--- src/rtl/muldiv_ctrl_pkg.sv ---
// Shared types for the multiply/divide sequencer: operation codes, FSM states
// and small decode helpers used by the top, the divider and the bus interface.
package muldiv_ctrl_pkg;

   typedef enum logic [1:0] {
      MD_OP_MULT  = 2'd0,
      MD_OP_MULTU = 2'd1,
      MD_OP_DIV   = 2'd2,
      MD_OP_DIVU  = 2'd3
   } md_op_e;

   typedef enum logic [2:0] {
      ST_IDLE    = 3'd0,
      ST_MUL     = 3'd1,
      ST_DIV_RUN = 3'd2,
      ST_DIV_FIX = 3'd3,
      ST_DONE    = 3'd4
   } md_state_e;

   function automatic logic op_is_div(input md_op_e op);
      return op[1];
   endfunction

   function automatic logic op_is_signed(input md_op_e op);
      return (op == MD_OP_MULT) || (op == MD_OP_DIV);
   endfunction

endpackage

--- src/rtl/muldiv_ctrl_if.sv ---
// Pipeline-facing bus of the multiply/divide unit: op issue, flush, MTHI/MTLO
// writes and the HI/LO/busy/done results.
interface muldiv_ctrl_if #(parameter int WIDTH = 32);
   import muldiv_ctrl_pkg::*;

   logic             start;
   md_op_e           op;
   logic [WIDTH-1:0] a;
   logic [WIDTH-1:0] b;
   logic             flush;
   logic             hi_we;
   logic             lo_we;
   logic [WIDTH-1:0] wdata;
   logic             busy;
   logic             done;
   logic [WIDTH-1:0] hi;
   logic [WIDTH-1:0] lo;

   modport master (
      output start, op, a, b, flush, hi_we, lo_we, wdata,
      input  busy, done, hi, lo
   );

   modport slave (
      input  start, op, a, b, flush, hi_we, lo_we, wdata,
      output busy, done, hi, lo
   );

endinterface

--- src/rtl/muldiv_ctrl_div_iter.sv ---
// Unsigned radix-2 restoring divider datapath: one quotient bit per step.
// Sequencing and sign correction belong to the controller.
module muldiv_ctrl_div_iter #(
   parameter int WIDTH = 32
) (
   input  logic             clk,
   input  logic             rst,
   input  logic             load,
   input  logic             step,
   input  logic [WIDTH-1:0] dividend,
   input  logic [WIDTH-1:0] divisor,
   output logic [WIDTH-1:0] quo,
   output logic [WIDTH-1:0] rem,
   output logic             last
);

   logic [WIDTH-1:0] dvs_q;
   logic [WIDTH-1:0] cnt_q;
   logic [WIDTH+1:0] trial;

   // Trial subtraction of the divisor from the shifted partial remainder;
   // the top bit is the borrow that decides whether to restore.
   assign trial = {1'b0, rem, quo[WIDTH-1]} - {2'b00, dvs_q};
   assign last  = (cnt_q == WIDTH'(1));

   always_ff @(posedge clk or posedge rst) begin
      if (rst) begin
         rem   <= '0;
         quo   <= '0;
         dvs_q <= '0;
         cnt_q <= '0;
      end else if (load) begin
         rem   <= '0;
         quo   <= dividend;
         dvs_q <= divisor;
         cnt_q <= WIDTH'(WIDTH);
      end else if (step && (cnt_q != '0)) begin
         if (!trial[WIDTH+1]) begin
            rem <= trial[WIDTH-1:0];
         end else begin
            rem <= {rem[WIDTH-2:0], quo[WIDTH-1]};
         end
         quo   <= {quo[WIDTH-2:0], ~trial[WIDTH+1]};
         cnt_q <= cnt_q - WIDTH'(1);
      end
   end

endmodule

--- src/rtl/muldiv_ctrl.sv ---
// Multi-cycle MULT/MULTU/DIV/DIVU sequencer owning HI/LO. Results and the done
// pulse land on the edge that ends the DONE state.
module muldiv_ctrl
   import muldiv_ctrl_pkg::*;
#(
   parameter int WIDTH      = 32,
   parameter int MUL_STAGES = 2
) (
   input  logic          clk,
   input  logic          rst,
   muldiv_ctrl_if.slave  md
);

   localparam int MCW      = $clog2(MUL_STAGES + 1);
   localparam int MUL_WAIT = (MUL_STAGES > 1) ? MUL_STAGES - 2 : 0;

   md_state_e          state, state_nx;
   logic               busy_w, accept, div_load, div_last, b_zero;
   logic               a_neg, b_neg, sgn;
   logic [WIDTH-1:0]   a_mag, b_mag, quo, rem;
   logic [2*WIDTH-1:0] a_ext, b_ext, prod;
   logic [2*WIDTH-1:0] mul_pipe [MUL_STAGES];
   logic [MCW-1:0]     mul_cnt;
   logic               is_mul, neg_q, neg_r, done_q;
   logic [WIDTH-1:0]   div_hi, div_lo, hi_q, lo_q;

   assign busy_w   = (state == ST_MUL) || (state == ST_DIV_RUN) || (state == ST_DIV_FIX);
   assign accept   = md.start && !busy_w && !md.flush;
   assign b_zero   = (md.b == '0);
   assign div_load = accept && op_is_div(md.op) && !b_zero;

   assign sgn   = op_is_signed(md.op);
   assign a_neg = sgn && md.a[WIDTH-1];
   assign b_neg = sgn && md.b[WIDTH-1];
   assign a_mag = a_neg ? (~md.a) + WIDTH'(1) : md.a;
   assign b_mag = b_neg ? (~md.b) + WIDTH'(1) : md.b;

   // Sign-extending to 2*WIDTH lets one unsigned multiply serve both MULT and MULTU.
   assign a_ext = {{WIDTH{a_neg}}, md.a};
   assign b_ext = {{WIDTH{b_neg}}, md.b};
   assign prod  = a_ext * b_ext;

   assign md.busy = busy_w;
   assign md.done = done_q;
   assign md.hi   = hi_q;
   assign md.lo   = lo_q;

   muldiv_ctrl_div_iter #(.WIDTH(WIDTH)) u_div (
      .clk      (clk),
      .rst      (rst),
      .load     (div_load),
      .step     (state == ST_DIV_RUN),
      .dividend (a_mag),
      .divisor  (b_mag),
      .quo      (quo),
      .rem      (rem),
      .last     (div_last)
   );

   always_ff @(posedge clk or posedge rst) begin
      if (rst) begin
         state <= ST_IDLE;
      end else begin
         state <= state_nx;
      end
   end

   always_comb begin
      state_nx = state;
      unique case (state)
         ST_IDLE, ST_DONE: begin
            state_nx = ST_IDLE;
            if (accept) begin
               if (!op_is_div(md.op)) begin
                  state_nx = (MUL_STAGES == 1) ? ST_DONE : ST_MUL;
               end else if (b_zero) begin
                  state_nx = ST_DONE;
               end else begin
                  state_nx = ST_DIV_RUN;
               end
            end
         end
         ST_MUL:     if (mul_cnt == '0) state_nx = ST_DONE;
         ST_DIV_RUN: if (div_last)      state_nx = ST_DIV_FIX;
         ST_DIV_FIX: state_nx = ST_DONE;
         default:    state_nx = ST_IDLE;
      endcase
      if (md.flush) state_nx = ST_IDLE;
   end

   // The product is captured straight from the operands at accept and then
   // ripples down the pipe; the stage count fixes the multiply latency.
   always_ff @(posedge clk or posedge rst) begin
      if (rst) begin
         for (int i = 0; i < MUL_STAGES; i++) mul_pipe[i] <= '0;
      end else begin
         if (accept && !op_is_div(md.op)) mul_pipe[0] <= prod;
         for (int i = 1; i < MUL_STAGES; i++) mul_pipe[i] <= mul_pipe[i-1];
      end
   end

   always_ff @(posedge clk or posedge rst) begin
      if (rst) begin
         done_q  <= 1'b0;
         is_mul  <= 1'b0;
         neg_q   <= 1'b0;
         neg_r   <= 1'b0;
         mul_cnt <= '0;
         div_hi  <= '0;
         div_lo  <= '0;
      end else begin
         done_q <= (state == ST_DONE);
         if (accept) begin
            is_mul  <= !op_is_div(md.op);
            neg_q   <= a_neg ^ b_neg;
            neg_r   <= a_neg;
            mul_cnt <= MCW'(MUL_WAIT);
            if (op_is_div(md.op) && b_zero) begin
               div_lo <= '1;
               div_hi <= md.a;
            end
         end else if ((state == ST_MUL) && (mul_cnt != '0)) begin
            mul_cnt <= mul_cnt - MCW'(1);
         end
         // Quotient takes the xor of the operand signs, remainder the dividend's.
         if (state == ST_DIV_FIX) begin
            div_lo <= neg_q ? (~quo) + WIDTH'(1) : quo;
            div_hi <= neg_r ? (~rem) + WIDTH'(1) : rem;
         end
      end
   end

   // Op results take priority over MTHI/MTLO, which are dropped while busy.
   always_ff @(posedge clk or posedge rst) begin
      if (rst) begin
         hi_q <= '0;
         lo_q <= '0;
      end else if (state == ST_DONE) begin
         if (is_mul) begin
            {hi_q, lo_q} <= mul_pipe[MUL_STAGES-1];
         end else begin
            hi_q <= div_hi;
            lo_q <= div_lo;
         end
      end else if (!busy_w) begin
         if (md.hi_we) hi_q <= md.wdata;
         if (md.lo_we) lo_q <= md.wdata;
      end
   end

endmodule

--- src/flat_wrapper.sv ---
// flat-port wrapper written by rule: the top's interface ports become plain ports
module muldiv_ctrl_flat import muldiv_ctrl_pkg::*;
#(
   parameter int WIDTH      = 32,
   parameter int MUL_STAGES = 2
)
  (clk, rst, md_start, md_op, md_a, md_b, md_flush, md_hi_we, md_lo_we, md_wdata, md_busy, md_done, md_hi, md_lo);
  muldiv_ctrl_if #(.WIDTH(WIDTH)) md_i ();
  input  logic clk;
  input  logic rst;
  input wire logic [$bits(md_i.start)-1:0] md_start;
  input wire logic [$bits(md_i.op)-1:0] md_op;
  input wire logic [$bits(md_i.a)-1:0] md_a;
  input wire logic [$bits(md_i.b)-1:0] md_b;
  input wire logic [$bits(md_i.flush)-1:0] md_flush;
  input wire logic [$bits(md_i.hi_we)-1:0] md_hi_we;
  input wire logic [$bits(md_i.lo_we)-1:0] md_lo_we;
  input wire logic [$bits(md_i.wdata)-1:0] md_wdata;
  output wire logic [$bits(md_i.busy)-1:0] md_busy;
  output wire logic [$bits(md_i.done)-1:0] md_done;
  output wire logic [$bits(md_i.hi)-1:0] md_hi;
  output wire logic [$bits(md_i.lo)-1:0] md_lo;
  assign md_i.start = md_start;
  assign md_i.op = md_op;
  assign md_i.a = md_a;
  assign md_i.b = md_b;
  assign md_i.flush = md_flush;
  assign md_i.hi_we = md_hi_we;
  assign md_i.lo_we = md_lo_we;
  assign md_i.wdata = md_wdata;
  assign md_busy = md_i.busy;
  assign md_done = md_i.done;
  assign md_hi = md_i.hi;
  assign md_lo = md_i.lo;
  muldiv_ctrl #(.WIDTH(WIDTH), .MUL_STAGES(MUL_STAGES)) u_core (.clk(clk), .rst(rst), .md(md_i));
endmodule
--- config.mk ---
export PLATFORM = sky130hd
export DESIGN_NAME = muldiv_ctrl_flat
export DESIGN_NICKNAME = d
export VERILOG_FILES = /design/src/rtl/muldiv_ctrl_pkg.sv /design/src/rtl/muldiv_ctrl_if.sv /design/src/rtl/muldiv_ctrl_div_iter.sv /design/src/rtl/muldiv_ctrl.sv /design/src/flat_wrapper.sv
export SDC_FILE = /design/constraint.sdc
export NUM_CORES = 2
export LEC_CHECK = 0
export BUFFER_PORTS_ARGS = -buffer_cell sky130_fd_sc_hd__buf_4
export CAP_MARGIN = 25
export CELL_PAD_IN_SITES_DETAIL_PLACEMENT = 0
export CELL_PAD_IN_SITES_GLOBAL_PLACEMENT = 1
export CORE_MARGIN = 10
export CORE_UTILIZATION = 51
export DETAILED_ROUTE_END_ITERATION = 8
export GPL_TIMING_DRIVEN = 0
export PLACE_DENSITY_LB_ADDON = 0.1
export SLEW_MARGIN = 20
export SYNTH_ARGS = -nofsm -noshare
export SYNTH_HDL_FRONTEND = slang
export SYNTH_HIERARCHICAL = 1
export SYNTH_SLANG_ARGS = --single-unit
--- constraint.sdc ---
create_clock -name clk -period 9.85 [get_ports clk]
set_input_delay 0.4925 -clock clk [delete_from_list [all_inputs] [get_ports clk]]
set_output_delay 0.4925 -clock clk [all_outputs]
set_load 0.02 [all_outputs]
==> reports/results.txt <==
The run finished with clean final reports. No sink is reached through more buffers than the 3 on the longest clock path. The congestion estimate from routability-driven global placement came to 1.049. For the total count of hold-check failures in the final report, the log shows 0. In this run the most critical hold path is launched from md_flush. The worst hold endpoint was u_core/state[2]. Wire length per cell: 29.57 microns.

Cell at the root of the clock tree: sky130_fd_sc_hd__clkbuf_16. After synthesis the netlist holds a flip-flop and latch count of 393. Port buffering added 119 buffers. The tools report the clock latency at the later pin of the worst-skew pair as 0.56 ns.

The logs give 8182 for the layout net count and 393 for the total clock sinks. The async set-reset flop share out of synthesis was 100.0%. The endpoint identified for the worst register-to-register timing path is u_core/u_div/quo[1].

The total wirelength of the detailed-routed design is 244.2 mm. The run gives -1.596 ns as the pre-CTS setup slack. Most frequent standard cell in the layout excluding fill and tap cells: sky130_fd_sc_hd__inv_1. For the initial antenna violation count, the log shows 31. TritonCTS built the clock tree. The pin count of the biggest net entering global routing was 102; the floorplan die height was 358.9 microns. Buffers inserted during clock tree synthesis total 38. The tools report the number of warnings printed during yosys synthesis as 6.

The run gives 7979 as the number of nets in the synthesized netlist. Setup violations remaining at the end of the flow were counted as 0. The tools report the core area as 114200 sq um. The clock-pin slew on the worst setup and hold paths was 0.07 ns. Once the floorplan was initialized, standard cells occupied 51.29% of the core. For this block, the initial DRC count from the detailed router was 5050. Across all register-to-register paths, the minimum setup slack is 4.83 ns. The class of the tightest hold or removal check was primary input to flop. The pre-antenna-repair detailed-routing pass consisted of 6 iterations. In this run the cell area of the synthesized design comes to 58570 sq um.

The run gives 0 as the final number of max-transition violations. The detailed-route DRC error count came out at 0. The first global-routing pass estimated 351.9 mm of wire. Cells with a size suffix above 1 make up 5.648% of the layout. The tools report the all-layer global routing usage as 37.65%. After synthesis, the largest area contributor takes up 38.49% of total cell area. For the maximum level of the CTS H-tree, the log shows 2. Sequential cells were found to cover 16.79% of the synthesized design area. For the worst setup path, the data required time is 10.26 ns. Averaged over all synthesized cells, the footprint is 9.014 sq um. The die covers 128800 sq um.

Leaving out fill and tap cells, the most frequent cells in the layout are sky130_fd_sc_hd__inv_1, sky130_fd_sc_hd__nand2_1, sky130_fd_sc_hd__fa_1, sky130_fd_sc_hd__dfrtp_1, sky130_fd_sc_hd__and2_1. Kind of critical path: primary input to flop. The setup slack of the critical path after layout was 0.1159 ns. The start point of the critical path was md_b[11]. Count of pins on the block boundary: 170. Worst reg2reg path startpoint: u_core/state[0]. Across the run, the number of max-cap violations was 0.

Yosys mapped the design onto 77 distinct sky130hd cell types. The worst path needs 9.734 ns of the cycle, external delays included. The worst setup path is launched from a primary input.

Along the worst path, the maximum fanout reaches 10. For this block, the via count after detailed routing is 48051. The utilization of the core after routing is 55.52%. After layout, the worst path uses 98.82% of the clock period.

For the worst flop-to-flop path, the logic depth is 10. The number of cells on the worst hold path came out at 2. Yosys mapped a number of flops with a built-in enable equal to 0.

The logs give 49174 for the via count of the first global-routing pass and 0 for the aggregate global routing overflow. Setup repair after global routing left no endpoint under its margin. The run gives 6497 as the post-synthesis cell count. The width of the die is 358.9 microns.

The run gives 0 ns as the final sum of negative setup slack. For this run, the top clock speed supported by timing is 0.1027 GHz. The transition time at the pin with the least slew margin is 1.249 ns.

The floorplan has 124 rows. Among all flip-flop cells after synthesis, the most frequent one is sky130_fd_sc_hd__dfrtp_1. For the post-route antenna net violation count, the log shows 0. The synthesized design spends more area on one cell type than any other, namely sky130_fd_sc_hd__fa_1. The run gives 200.2 mm as the HPWL after detailed placement. Data on the critical path arrives at its endpoint at 10.14 ns.

Sorting the synthesized cells by area gives the leading types as sky130_fd_sc_hd__fa_1, sky130_fd_sc_hd__dfrtp_1, sky130_fd_sc_hd__inv_1. The nature of the critical path endpoint was a flop. Synthesis-to-finish area growth: 8.244%. Across the routed clock network, the largest skew measured is 0.02158 ns.

The headroom to the max-slew limit was 16.74%; the mean number of vias per cell was 5.819.
## how the worst max path moves through the flow
stage	endpoint	slack [ns]
after floorplan	u_core/mul_pipe[126]	1.30
after global placement	u_core/mul_pipe[127]	-2.52
after detailed placement	u_core/mul_pipe[123]	-1.60
after CTS	u_core/mul_pipe[126]	0.02
after global routing	u_core/mul_pipe[126]	0.009
final	u_core/mul_pipe[126]	0.12
## routing by layer
layer	global-route usage, %	up-vias	routed length, microns
met2	56.77	2736	105800
li1	-	20308	-
met4	23.49	18	19010
met1	48.11	24314	93470
met3	9.770	675	25720
met5	0.4145	-	177
## registers in the layout, indices dropped and copies added (netlist names), 2 cells and up
signal              cells
u_core/div_hi          32
u_core/div_lo          32
u_core/md.hi           32
u_core/md.lo           32
u_core/mul_cnt          2
u_core/mul_pipe       128
u_core/state            3
u_core/u_div/cnt_q     32
u_core/u_div/dvs_q     32
u_core/u_div/quo       32
u_core/u_div/rem       32
## critical path: stages
cell	delay [ns]
sky130_fd_sc_hd__clkbuf_1	0.63
sky130_fd_sc_hd__clkbuf_1	0.94
sky130_fd_sc_hd__nand2_1	0.18
sky130_fd_sc_hd__fa_1	0.55
sky130_fd_sc_hd__inv_1	0.06
sky130_fd_sc_hd__fa_1	0.54
sky130_fd_sc_hd__fa_1	0.55
sky130_fd_sc_hd__inv_1	0.05
sky130_fd_sc_hd__fa_1	0.48
sky130_fd_sc_hd__fa_1	0.51
sky130_fd_sc_hd__fa_1	0.50
sky130_fd_sc_hd__fa_1	0.49
sky130_fd_sc_hd__inv_1	0.06
sky130_fd_sc_hd__fa_1	0.59
sky130_fd_sc_hd__ha_1	0.34
sky130_fd_sc_hd__clkbuf_1	0.42
sky130_fd_sc_hd__nand4_1	0.23
sky130_fd_sc_hd__nor2_1	0.41
sky130_fd_sc_hd__nand4_1	0.14
sky130_fd_sc_hd__o22ai_1	0.50
sky130_fd_sc_hd__a211oi_1	0.41
sky130_fd_sc_hd__o211a_1	0.34
sky130_fd_sc_hd__o31a_1	0.29
sky130_fd_sc_hd__xor2_1	0.26
sky130_fd_sc_hd__o21ai_0	0.13
## cell usage after synthesis, types with 5 or more instances
library cell and n:
sky130_fd_sc_hd__a2111oi_0 5, sky130_fd_sc_hd__a211oi_1 84, sky130_fd_sc_hd__a21o_1 32, sky130_fd_sc_hd__a21oi_1 167, sky130_fd_sc_hd__a221o_1 6, sky130_fd_sc_hd__a311oi_1 19
sky130_fd_sc_hd__a31oi_1 98, sky130_fd_sc_hd__a41oi_1 5, sky130_fd_sc_hd__and2_1 350, sky130_fd_sc_hd__and3_1 17, sky130_fd_sc_hd__buf_1 40, sky130_fd_sc_hd__buf_2 17
sky130_fd_sc_hd__clkbuf_1 343, sky130_fd_sc_hd__dfrtp_1 393, sky130_fd_sc_hd__fa_1 1126, sky130_fd_sc_hd__ha_1 252, sky130_fd_sc_hd__inv_1 1181, sky130_fd_sc_hd__mux2i_1 36
sky130_fd_sc_hd__nand2_1 1163, sky130_fd_sc_hd__nand2b_1 28, sky130_fd_sc_hd__nand3_1 30, sky130_fd_sc_hd__nand4_1 27, sky130_fd_sc_hd__nor2_1 219, sky130_fd_sc_hd__nor2b_1 78
sky130_fd_sc_hd__nor3_1 70, sky130_fd_sc_hd__nor3b_1 6, sky130_fd_sc_hd__nor4_1 22, sky130_fd_sc_hd__o211ai_1 9, sky130_fd_sc_hd__o21a_1 17, sky130_fd_sc_hd__o21ai_0 204
sky130_fd_sc_hd__o21ai_1 5, sky130_fd_sc_hd__o21bai_1 15, sky130_fd_sc_hd__o22ai_1 5, sky130_fd_sc_hd__o311ai_0 6, sky130_fd_sc_hd__o31a_1 7, sky130_fd_sc_hd__o31ai_1 47
sky130_fd_sc_hd__o41ai_1 13, sky130_fd_sc_hd__or2_2 11, sky130_fd_sc_hd__or3_1 28, sky130_fd_sc_hd__or4_1 17, sky130_fd_sc_hd__xnor2_1 137, sky130_fd_sc_hd__xor2_1 94
## what timing repair did
item,in CTS,in global routing
endpoints found under the hold margin,49,0
setup buffers,2,2
hold buffers,1,0
pin swaps,1,2
setup endpoints to repair,16,9
gates resized for setup,9,94
## layout make-up
class | instances | area (sq um)
flip-flops and latches | 393 | 9834
well taps | 1512 | 1892
repair buffers | 171 | 1603
clock buffers | 54 | 1062
clock inverters | 14 | 91.34
inverters | 1181 | 4452
multi-input cells | 4517 | 42760
fillers | 10845 | 50800
diodes | 17 | 42.54
plain buffers | 398 | 1662
## through the flow
step	std cells	cell area, sq um	hold slack, ns
after floorplan	6497	58570	0.3501
after global placement	8128	61350	0.3587
after detailed placement	8167	61970	0.3609
after CTS	8238	63190	0.1115
after global routing	8247	63370	0.1368
final	8257	63390	0.1358
## logic make-up after synthesis
family                   Yosys count  synth area share [%]
AND/OR/NAND/NOR                 2093                 16.50
XOR/XNOR                         231                 3.455
AO/OA/AOI/OAI                    776                 8.447
flip-flops                       393                 16.79
buffers and inverters           1587                 10.27
multiplexers                      39                0.6730
adder cells (fa/ha/maj)         1378                 43.87
Power is left out: the tool's default activity adds up to more than one toggle a clock period on the data nets, which glitch-free logic cannot reach.
